## src/rtl/tdm_demux1to4.sv

```systemverilog
// Time-division 1-to-4 demultiplexer: reassembles lane 0..3 interleaved beats into parallel frames.
// Optional lane resynchronisation (in_sync/sync_err) is built when TDM_DEMUX_SYNC_EN is defined.
module tdm_demux1to4 #(
  parameter int WIDTH = 1
) (
  input  logic               clk,
  input  logic               reset,
  input  logic               in_valid,
  input  logic [WIDTH-1:0]   in_data,
  output logic               in_ready,
  output logic               out_valid,
  output logic [4*WIDTH-1:0] out_data,
  input  logic               out_ready,
  output logic [1:0]         lane
`ifdef TDM_DEMUX_SYNC_EN
  ,
  input  logic               in_sync,
  output logic               sync_err
`endif
);

  logic [1:0]         lane_q, lane_d;
  logic [WIDTH-1:0]   col_q [3];
  logic [WIDTH-1:0]   col_d [3];
  logic               out_valid_q, out_valid_d;
  logic [4*WIDTH-1:0] out_data_q, out_data_d;
  logic               sync_err_q, sync_err_d;
  logic               sync_w;
  logic               resync;
  logic               accept;

`ifdef TDM_DEMUX_SYNC_EN
  assign sync_w   = in_sync;
  assign sync_err = sync_err_q;
`else
  assign sync_w   = 1'b0;
`endif

  // A sync beat restarts the frame at lane 0, so it can never be the stalling lane 3 beat.
  assign in_ready  = (lane_q != 2'd3) || !out_valid_q || out_ready || sync_w;
  assign accept    = in_valid && in_ready;
  assign resync    = sync_w && (lane_q != 2'd0);
  assign out_valid = out_valid_q;
  assign out_data  = out_data_q;
  assign lane      = lane_q;

  // NOTE: every next-state signal gets its hold value first so no path can infer a latch.
  always_comb begin
    lane_d      = lane_q;
    col_d       = col_q;
    out_valid_d = out_valid_q;
    out_data_d  = out_data_q;
    sync_err_d  = 1'b0;

    if (out_valid_q && out_ready) out_valid_d = 1'b0;

    if (accept) begin
      if (resync) begin
        col_d[0]   = in_data;
        lane_d     = 2'd1;
        sync_err_d = 1'b1;
      end else if (lane_q == 2'd3) begin
        // Lane 3 goes straight into the frame; a load here wins over the drain above.
        out_data_d  = {in_data, col_q[2], col_q[1], col_q[0]};
        out_valid_d = 1'b1;
        lane_d      = 2'd0;
      end else begin
        col_d[lane_q] = in_data;
        lane_d        = lane_q + 2'd1;
      end
    end
  end

  // NOTE: state updates use non-blocking assignments so all registers sample the same pre-edge values.
  always_ff @(posedge clk) begin
    if (reset) begin
      lane_q      <= 2'd0;
      // NOTE: the collection regs are few and must read as zero after reset, so they are reset too.
      col_q       <= '{default: '0};
      out_valid_q <= 1'b0;
      out_data_q  <= '0;
      sync_err_q  <= 1'b0;
    end else begin
      lane_q      <= lane_d;
      col_q       <= col_d;
      out_valid_q <= out_valid_d;
      out_data_q  <= out_data_d;
      sync_err_q  <= sync_err_d;
    end
  end

endmodule

```

## config.mk

```make
export PLATFORM = sky130hd
export DESIGN_NAME = tdm_demux1to4
export DESIGN_NICKNAME = d
export VERILOG_FILES = /design/src/rtl/tdm_demux1to4.sv
export SDC_FILE = /design/constraint.sdc
export NUM_CORES = 1
export LEC_CHECK = 0
export BUFFER_PORTS_ARGS = -buffer_cell sky130_fd_sc_hd__buf_4
export CORE_AREA = 2 2 39 41
export CTS_CLUSTER_SIZE = 30
export DETAILED_ROUTE_END_ITERATION = 6
export DIE_AREA = 0 0 41 43
export RECOVER_POWER = 50
export SLEW_MARGIN = 10
export SYNTH_ARGS = -nofsm -noshare
export SYNTH_HDL_FRONTEND = slang
export SYNTH_SLANG_ARGS = --single-unit
```

## constraint.sdc

```tcl
create_clock -name clk -period 1.5 [get_ports clk]
set_clock_uncertainty 0.1 [all_clocks]
set_input_delay 0.15 -clock clk [delete_from_list [all_inputs] [get_ports clk]]
set_output_delay 0.15 -clock clk [all_outputs]
set_load 0.02 [all_outputs]
```

### After elaboration in Yosys (flattened, before gate mapping)

Cells that the tools add are included.

* bits in registers: 10
* output and inout bits: 8

* add/sub/neg operators: 1
* order comparisons: 2
* equal/unequal tests: 2
* multiplexer cells: 7
* bitwise gates (word level): 2
* reductions and logical operators: 8

Operator list (number)
* 1-bit two-way mux: 4
* 2-bit AND reduction: 2
* 3-bit bitwise mux: 1
* 3-bit greater-or-equal comparator (second input constant): 1
* 1-bit logical AND: 3
* 3-bit by 1-bit less-than comparator with 1-bit output (second input constant): 1
* 2-bit inverter with 3-bit output: 1
* 2-bit by 1-bit adder with 2-bit output (second input constant): 1
* 1-bit demux with 2-bit select: 1
* 2-bit == test (second input constant): 1
* 1-bit logical OR: 2
* 2-bit two-way mux: 1
* 2-bit inequality test (second input constant): 1
* 1-bit zero test: 1
* 1-bit inverter: 1

### Longest topological paths before layout

* depth after elaboration: 6
* depth in mapped cells: 5
* depth with buffers taken out: 5

### Worst setup path after synthesis

OpenSTA, ideal clock, no wires.

* kind: reg-to-reg
* from: reg lane_q[0] (netlist: lane[0])
* to: reg col_q[0] (netlist bit)
* arrival: 1166 ps
* setup slack: 106 ps
* stages on the path, launching flop included: 6
* path buffers: 1
* cells stage by stage: dfxtp_1 ha_1 buf_6 nand3b_1 mux2i_1 nor2_1

* word-level cells in the longest chain between the ends: 6
* elaborated cells between the ends (all ways): 14

RTL lines
* from (decl): line 22 `logic [1:0] lane_q, lane_d;`
* from (signal assigned): line 84 `lane_q <= lane_d;`
* 2-bit inverter with 3-bit output (not written as such): line 68 `col_d[lane_q] = in_data;`
* 3-bit greater-or-equal comparator (not written as such) / 3-bit by 1-bit less-than comparator with 1-bit output (equally long branches): line 68
* 1-bit logical AND (not written as such): line 68
* 1-bit two-way mux (not written as such): line 68
* 1-bit demux with 2-bit select: line 68
* 3-bit bitwise mux: line 68
* to (signal assigned): line 85 `col_q <= col_d;`
* to (decl): line 23 `logic [WIDTH-1:0] col_q [3];`

Several ways; a longest one is shown, not always the timed one.
A chain may end at the register's enable or synchronous reset.

### Worst setup path in the final report

* from: reg lane_q[1] (netlist: lane[1])
* to: out in_ready

* word-level cells in the longest chain between the ends: 3

RTL lines
* 2-bit inequality test: line 40 `assign in_ready = (lane_q != 2'd3) || !out_valid_q || out_ready || sync_w;`
* 1-bit logical OR (2 in a row): line 40
* to (decl): line 10 `output logic in_ready,`

No other way between the ends.

==> results.tsv <==
stage	metric	value	unit
sta	hold_viol	0	
cells_and_area	nNetsFinal	77	
detailed_routing	ant_nets	0	
run	maxCapViolCount	0	
cells_and_area	drive_gt1_share	25.8	%
die	coreArea	1380	um^2
logic_synthesis	ys.flop_type	dfxtp_1	
logic_synthesis	synth_cells	52	
critical_path	crit_fanout	9	
clock_network	post_cts_buffers	0	
cells_and_area	fin_cells	82	
critical_path	path_common_cell	buf_4	
detailed_routing	via_per_inst	4.98	
logic_synthesis	yosysWarnings	0	
detailed_routing	routedWlPerCell	11.2	um
global_route	grt_overflow	0	
sta	rsz0062_at_grt	no	
global_route	first_global_vias	362	
detailed_routing	post-route-drc-count	0	
clock_network	clk_latency	260	ps
clock_network	cts_buffer_depth	2	
clock_network	numCtsBuffers	3	
sta	relSlewSlack	84.2	%
placed_design	hpwl	708	um
sta	finalCritPeriodShare	93.0	%
power	vdd_drop_max	0.000574	V
logic_synthesis	synthTopCellsByCount	10 x dfxtp_1, 6 x a21oi_1	
die	initial_utilization	35.4	%
outcome	outcome	finished clean	
clock_network	cts_tree	done	
die	die_h	43	um
power	finalPower	537	uW
sta	hold_slack	28.3	ps
critical_path	crit_chain	ha_4 -> buf_4 -> nand2_1 -> buf_4	
global_route	grt_pass1_wl	1560	um
clock_network	cts_resized	2	
logic_synthesis	synth_top_cell_by_area	dfxtp_1	
critical_path	crit_path_max_incr_delay	370	ps
sta	post-route-min-period	1390	ps
die	die_width	41	um
clock_network	clockRootBuffer	clkbuf_4	
logic_synthesis	synth.area.top_cells	dfxtp_1 41%, ha_1 10%, a21oi_1 6.1%, mux2i_1 6.1%, nand4_1 5.1%	
critical_path	required	1250	ps
sta	worst_pin_slew	234	ps
sta	fin_tns_setup	0	ps
power	p_leak	0.243	nW
placed_design	gp_congestion	0.803	
critical_path	crit_family	flip-flops	
sta	slew_violations	0	
cells_and_area	area.sequential	203	um^2
global_route	grt_usage	14.2	%
critical_path	crit_type	reg2out	
clock_network	cts_hold_buf	0	
critical_path	crit_buf_inv	2	
sta	setup_violations	0	
critical_path	critPathArrivalTime	1140	ps
logic_synthesis	synth-seq-cells	10	
cells_and_area	synthToLayoutAreaGrowth	24.8	%
sta	finalWorstSetupSlack	105	ps
cells_and_area	n_antenna_cell	0	
global_route	grt_max_degree	12	
logic_synthesis	synth.avg_cell_area	9.41	um^2
logic_synthesis	synth_area	489	um^2
critical_path	start_kind	flip-flop	
logic_synthesis	synthMostInstantiatedCell	dfxtp_1	
die	rows	14	
placed_design	postPlaceCellArea	592	um^2
logic_synthesis	synth_edf_count	0	
sta	fmax	717	MHz
worst_hold_path	hp-class	in2reg	
cells_and_area	fillCellCount	147	
logic_synthesis	synth_seq_area_share	40.9	%
cells_and_area	multi_input_area	264	um^2
detailed_routing	drtIter0Drc	5	
placed_design	place_ws	183	ps
clock_network	htreeDepth	1	
clock_network	cts.clk_slew.worst_paths	60	ps
global_route	antenna_found_initial	0	
clock_network	cts.sinks	10	
logic_synthesis	syn_nets	61	
detailed_routing	firstDrtPassIters	4	
detailed_routing	num_vias	408	
logic_synthesis	yosysTopAreaCellShare	40.9	%
placed_design	dp.cells	79	
detailed_routing	routed_wl	922	um
logic_synthesis	synthArstFlopShare	0	%
die	dieArea	1760	um^2
power	p_per_area	880	nW/um^2
critical_path	crit_path_top_delay_cell	dfxtp_2	
die	pin_count	13	
cells_and_area	final_core_util	44.1	%
cells_and_area	finalInstanceArea	611	um^2
critical_path	cp-end-kind	primary output	
logic_synthesis	synth_cell_types	19	
placed_design	port_buffers	12	
[cells by family (layout without fill, tap and decap cells)]
kind of cell	Yosys count	in the layout	synth area share (%)
compound gates	14	14	17.4
fa+ha+maj	4	4	10.2
simple gates	14	14	17.6
buf+inv	7	21	7.67
mux	3	3	6.14
flops	10	10	40.9
[worst reg2reg max path: cells and delay by family (launching register included)]
kind / cells / cell delay (ps)
flip-flops: 1 / 350
AND/OR/NAND/NOR: 2 / 150
adder cells (fa/ha/maj): 1 / 200
multiplexers: 1 / 200
buffers and inverters: 2 / 200
[power by group]
group / internal (mW) / switching, mW
clock: 0.0924 / 0.0855
combinational: 0.0353 / 0.0407
sequential: 0.276 / 0.00782
[cells in the final DEF (no fill, tap or decap), types with 2 or more instances in the layout]
master	synthesis	layout
dfxtp_2	0	2
ha_1	4	3
dfxtp_1	10	8
a21oi_1	6	6
nand4_1	4	4
inv_1	4	4
o21ai_0	4	4
buf_4	1	9
nor2_1	3	3
nand3b_1	3	3
mux2i_1	3	3
clkbuf_1	1	5
clkbuf_4	0	3
nand2_1	2	2
[metal layers]
layer / vias to the layer above / share of wire, % / track usage [%]
met1: 181 / 46 / 15.9
met5: - / 0 / 0
li1: 211 / - / -
met3: 5 / 6.2 / 9.42
met4: 0 / 2.6 / 10.0
met2: 11 / 45 / 18.4
[state kept, by name, summed over array words and instances (netlist names)]
signal and flops:
col_q 3, lane 2, out_data 4, out_valid 1
[final timing paths]
kind            start          end  slack (ps)  cells after the start
max reg2reg   lane[0]     col_q[2]         200                      6
max           lane[1]     in_ready         110                      4
min reg2reg  col_q[2]  out_data[0]         360                      2
min             reset      lane[0]          30                      2
[final cells by class]
cell class	instances	area share [%]
sequential	10	33.2
timing repair buffer	14	14.1
inverter	4	2.46
multi-input combinational	35	43.2
clock buffer	3	3.69
tap	16	3.28
Note: power is estimated with default switching activity, not from simulation.
